File: config.mk
export PLATFORM = sky130hd
export DESIGN_NAME = mac_8
export DESIGN_NICKNAME = d
export VERILOG_FILES = /design/src/rtl/mac8_pkg.sv /design/src/rtl/mac8_mult.sv /design/src/rtl/mac_8.sv
export SDC_FILE = /design/constraint.sdc
export NUM_CORES = 1
export LEC_CHECK = 0
export BUFFER_PORTS_ARGS = -buffer_cell sky130_fd_sc_hd__buf_4
export CORE_ASPECT_RATIO = 0.75
export CORE_MARGIN = 3
export CORE_UTILIZATION = 35
export DETAILED_ROUTE_END_ITERATION = 10
export GPL_ROUTABILITY_DRIVEN = 0
export SLEW_MARGIN = 20
export SYNTH_ARGS = -nofsm -noshare
export SYNTH_HDL_FRONTEND = slang
export SYNTH_HIERARCHICAL = 1
export SYNTH_SLANG_ARGS = --single-unit
File: constraint.sdc
create_clock -name clk -period 14.6 [get_ports clk]
set_clock_uncertainty 0.2 [all_clocks]
set_input_delay 0.73 -clock clk [delete_from_list [all_inputs] [get_ports clk]]
set_output_delay 0.73 -clock clk [all_outputs]
set_load 0.02 [all_outputs]
File: src/rtl/mac8_pkg.sv
// mac8_pkg: shared widths and types for the mac_8 multiply-accumulate slice.
//   IN_W  : operand width (8)
//   ACC_W : accumulator width, always 2*IN_W so the exact product fits
//   operand_t / acc_t : operand and accumulator vector types
package mac8_pkg;
    localparam int IN_W  = 8;
    localparam int ACC_W = 16;
    typedef logic [IN_W-1:0]  operand_t;
    typedef logic [ACC_W-1:0] acc_t;
endpackage

File: src/rtl/mac8_mult.sv
// mac8_mult: combinational unsigned IN_W x IN_W -> ACC_W array multiplier.
//   a, b : unsigned operands
//   p    : exact product (never exceeds ACC_W bits)
// Partial products are summed by a balanced adder tree stored in heap order:
// node k has children 2k+1 and 2k+2, leaves sit at IN_W-1 .. 2*IN_W-2.
module mac8_mult
    import mac8_pkg::*;
(
    input  logic [IN_W-1:0]  a,
    input  logic [IN_W-1:0]  b,
    output logic [ACC_W-1:0] p
);
    acc_t node [2*IN_W-1];
    for (genvar i = 0; i < IN_W; i++) begin : g_pp
        assign node[IN_W-1+i] = b[i] ? acc_t'(a) << i : '0;
    end
    for (genvar k = 0; k < IN_W-1; k++) begin : g_tree
        assign node[k] = node[2*k+1] + node[2*k+2];
    end
    assign p = node[0];
endmodule

File: src/rtl/mac_8.sv
// mac_8: unsigned 8x8 multiply-accumulate with 16-bit wrapping accumulator.
//   clk   : rising-edge clock
//   reset : synchronous active-high, clears s and carry (priority over a/b)
//   a, b  : operands, accumulated as a*b on every non-reset edge
//   s     : registered accumulator, wraps modulo 2^ACC_W
//   carry : registered carry-out of the latest accumulation
// Optional macro MAC8_STICKY_CARRY_EN: carry holds once set until reset.
module mac_8
    import mac8_pkg::*;
(
    input  logic             clk,
    input  logic             reset,
    input  logic [IN_W-1:0]  a,
    input  logic [IN_W-1:0]  b,
    output logic [ACC_W-1:0] s,
    output logic             carry
);
    acc_t prod;
    logic [ACC_W:0] sum;
    logic carry_nxt;
    mac8_mult u_mult (.a(a), .b(b), .p(prod));
    assign sum = {1'b0, s} + {1'b0, prod};
`ifdef MAC8_STICKY_CARRY_EN
    assign carry_nxt = carry | sum[ACC_W];
`else
    assign carry_nxt = sum[ACC_W];
`endif
    always_ff @(posedge clk) begin
        if (reset) begin
            s     <= '0;
            carry <= 1'b0;
        end else begin
            s     <= sum[ACC_W-1:0];
            carry <= carry_nxt;
        end
    end
endmodule

======== Word level (Yosys, flattened, before mapping) ========
Index checks and enable logic that the tools add are counted.
cells by class
  muxes and demuxes ....................... 8
  add/subtract/negate cells ............... 8
operators by type and width
  operator        count
  $add 16x16->16  4
  $add 16x16->17  1
  $add 14x15->16  1
  $mux 15         1
  $add 12x13->14  1
  $mux 14         1
  $mux 13         1
  $add 10x11->12  1
  $mux 12         1
  $mux 11         1
  $mux 10         1
  $mux 9          1
  $mux 8          1
storage, ports and cells
  input port bits ......................... 18
  output and inout port bits .............. 17
  logic and storage cells ................. 18
  bits in registers ....................... 17

======== Depth between registers and ports, before layout ========
  depth in word-level cells ............... 5
  mapped depth ............................ 21

======== By module ========
The synthesis kept the hierarchy.
modules (own cells, without submodules)
  module     instances  cells an instance  area an instance (um^2)  seq. area each (um^2)
  mac8_mult  1          211                1,931.9                  0.0
  mac_8      1          138                1,229.9                  340.3

======== Least setup slack after synthesis ========
OpenSTA, ideal clock, no wires.
  path type ............................... input to register
  start ................................... in b[7]
  end ..................................... reg s[13]
  data arrival time ....................... 5.472 ns
  data required time ...................... 14.277 ns
  slack ................................... 8.805 ns
  stages on the path ...................... 20
  buffers on the path ..................... 1
  cell sequence ........................... and2_1 fa_1 inv_1 fa_1 inv_1 fa_1 inv_1 fa_1 inv_1 ha_1 nand3_1 o2111ai_2 xnor2_1 ha_1 and4_1 buf_4 a221oi_2 o21ai_2 a31oi_1 mux2_1
on the way
  word-level cells in the longest chain between the ends .. 5
RTL lines
  element                       RTL line         source
  start, declared               mac_8.sv:14      input logic [IN_W-1:0] b,
  $mux 15                       mac8_mult.sv:15  assign node[IN_W-1+i] = b[i] ? acc_t'(a) << i : '0;
  $add 14x15->16                mac8_mult.sv:18  assign node[k] = node[2*k+1] + node[2*k+2];
  $add 16x16->16 (2 in series)  mac8_mult.sv:18
  named net prod[10]            mac_8.sv:18      acc_t prod;
  $add 16x16->17                mac_8.sv:22      assign sum = {1'b0, s} + {1'b0, prod};
  end signal, assigned          mac_8.sv:33      s <= sum[ACC_W-1:0];
  end, declared                 mac_8.sv:15      output logic [ACC_W-1:0] s,
The timed path passes the listed nets, and every way through them passes these cells.
A chain may end at the register's enable or synchronous reset.

======== Final worst setup path ========
  start ................................... in b[7]
  end ..................................... reg s[15]
The elaborated chain is that of the path after synthesis.

==> impl_metrics.env <==
export IMPL_layout_cells_non_filler=492
export IMPL_slew_headroom=0.657
export IMPL_wl_um=6660
export IMPL_finalCriticalPeriod_ps=5950
export IMPL_place_area_um2=3540
export IMPL_drc=0
export IMPL_rsz0062_at_grt="false"
export IMPL_yosys_area_share_adder=0.433
export IMPL_synth_avg_cell_area_um2=9.06
export IMPL_synth_compound_area_share=0.146
export IMPL_final_cell_mix="and2_1, ha_1, inv_1, fa_1, buf_4"
export IMPL_synthMuxAreaShare=0.0139
export IMPL_p_per_area_nw_per_um2=220
export IMPL_seq_area_frac_synth=0.108
export IMPL_coreArea_um2=8640
export IMPL_cts_tree="done"
export IMPL_tightest_slew_ps=510
export IMPL_fmax_ghz=0.168
export IMPL_start_util=0.366
export IMPL_cts_setup_buffers=0
export IMPL_die_w_um=116
export IMPL_final_common_cell="and2_1"
export IMPL_hold_path_depth=2
export IMPL_start_kind="input port"
export IMPL_dp_cells=488
export IMPL_ys_types=50
export IMPL_p_leak_nw=1.82
export IMPL_cts_made_buffers=3
export IMPL_grt_max_degree=22
export IMPL_clock_path_buffers=2
export IMPL_r2r_cells=7
export IMPL_clock_sinks=17
export IMPL_hold_path_class="register to register"
export IMPL_post_route_period_util=0.408
export IMPL_chipHeight_um=88.3
export IMPL_die_area_um2=10200
export IMPL_synth_edff_count=0
export IMPL_antenna_found_initial=0
export IMPL_num_vias=2463
export IMPL_nNetsFinal=489
export IMPL_pin_count=35
export IMPL_numPortBuffers=34
export IMPL_clockRootBuffer="clkbuf_16"
export IMPL_cp_required_ps=14540
export IMPL_r2r_start="s[0]"
export IMPL_synth_xor_area_frac=0.0499
export IMPL_hold_viol=0
export IMPL_worstSetupEndpointType="register"
export IMPL_max_cap_violations=0
export IMPL_fillers=849
export IMPL_drt_initial_drc_count=78
export IMPL_grt_pass1_wl_um=11600
export IMPL_ys_seq_elements=17
export IMPL_grt_pass1_vias=2512
export IMPL_path_class="input port to register"
export IMPL_reg2reg_setup_slack_ps=12260
export IMPL_synthArstFlopShare=0
export IMPL_setup_viol=0
export IMPL_syn_area_um2=3160
export IMPL_yosys_area_share_simple=0.194
export IMPL_drv_slew=0
export IMPL_clock_latency_ps=250
export IMPL_hp_start="s[0]"
export IMPL_dp_hpwl_um=5780
export IMPL_seqCellArea_um2=340
export IMPL_synthFlopType="dfxtp_1"
export IMPL_yosysWarnings=6
export IMPL_cts_hold_buf=0
export IMPL_fin_setup_tns_ps=0
export IMPL_drive_gt1_frac=0.141
export IMPL_hold_path_endpoint="s[0]"
export IMPL_avgViaCountPerCell=5.01
export IMPL_syn_to_final_growth_pct=14.4
export IMPL_clkTransAtPathRegs_ps=50
export IMPL_grt_ovfl_total=0
export IMPL_crit_arrival_ps=5890
export IMPL_ant_nets=0
export IMPL_status="finished clean"
export IMPL_antennaDiodeCount=0
export IMPL_multi_input_area_um2=2650
export IMPL_first_pass_iters=4
export IMPL_syn_inst=349
export IMPL_irDropWorstVdd_uv=104
export IMPL_synth_top_family_by_area="adder cells"
export IMPL_wl_per_cell_um=13.5
export IMPL_hold_ws_ps=409
export IMPL_crit_fanout=8
export IMPL_syn_num_nets=453
export IMPL_r2r_end="s[14]"
export IMPL_cts_resized=0
export IMPL_fin_area_um2=3620
export IMPL_htree_levels=1
export IMPL_rows=29
export IMPL_grt_use_total=0.139
## worst max-delay path by stage
stage / slack [ps] / to / cells after the start / start
after global routing: 8400 / s[15] / 22 / b[7]
after CTS: 8620 / s[15] / 22 / b[7]
after global placement: 8390 / s[15] / 22 / b[7]
final: 8650 / s[15] / 22 / b[7]
after detailed placement: 8370 / s[15] / 22 / b[7]
after floorplan: 8800 / s[13] / 20 / b[7]
## state kept, by name (all words and copies together) (netlist names)
register / count
s: 16
carry: 1
## layout make-up
type / count / share of cell area
clock buffer: 4 / 0.0218
inverter: 43 / 0.0446
timing repair buffer: 34 / 0.0706
sequential: 17 / 0.0941
tap: 108 / 0.0374
multi-input combinational: 286 / 0.731
## power breakdown
group / leakage [nW] / switching (mW) / internal [mW]
registers: 0.141 / 0.0112 / 0.0667
clock network: 0.0382 / 0.0182 / 0.0371
logic: 1.64 / 0.376 / 0.285
total: 1.82 / 0.405 / 0.389
## critical path: stages
cell       delay, ps
buf_4            140
and2_1           170
fa_1             530
inv_1             50
fa_1             520
inv_1             50
fa_1             530
inv_1             60
fa_1             530
inv_1             40
ha_1             370
nand3_1          130
o2111ai_2        170
a21o_1           230
a21oi_2          140
xnor2_1          140
ha_1             320
a21o_1           210
a31oi_1          160
o31ai_1           90
a31oi_1          210
mux2_1           340
## Yosys cell counts, drive strengths merged (3+ instances only)
master	count	area, um^2
a21o	10	76.3
a21oi	18	101
a31oi	5	31.3
and2	48	300
dfxtp	17	340
fa	39	781
ha	47	588
inv	43	161
mux2	3	33.8
nand2	31	116
nand3	4	25.0
nor2	20	75.1
nor2b	5	31.3
o21ai	8	47.5
xnor2	13	114
xor2	5	43.8
## through the flow
step                setup WS [ps]  power (mW)  utilization
global route                 8400       0.886        0.419
detailed placement           8370       0.741        0.410
global placement             8390       0.732        0.410
finish                       8650       0.794        0.419
CTS                          8620       0.801        0.419
floorplan                    8800       0.601            -
## per-layer routing
metal	up-vias	wire length [um]	GRT usage
li1	1235	-	-
met1	1180	3450	0.214
met2	46	2900	0.215
met3	2	294	0.0226
met4	0	15	0.00948
met5	-	0	0
## logic make-up after synthesis
kind of cell,Yosys count
simple gates,118
fa+ha+maj,86
buf+inv,46
flops,17
xor+xnor,18
mux,4
compound gates,60
Note: power is estimated with default switching activity, not from simulation.
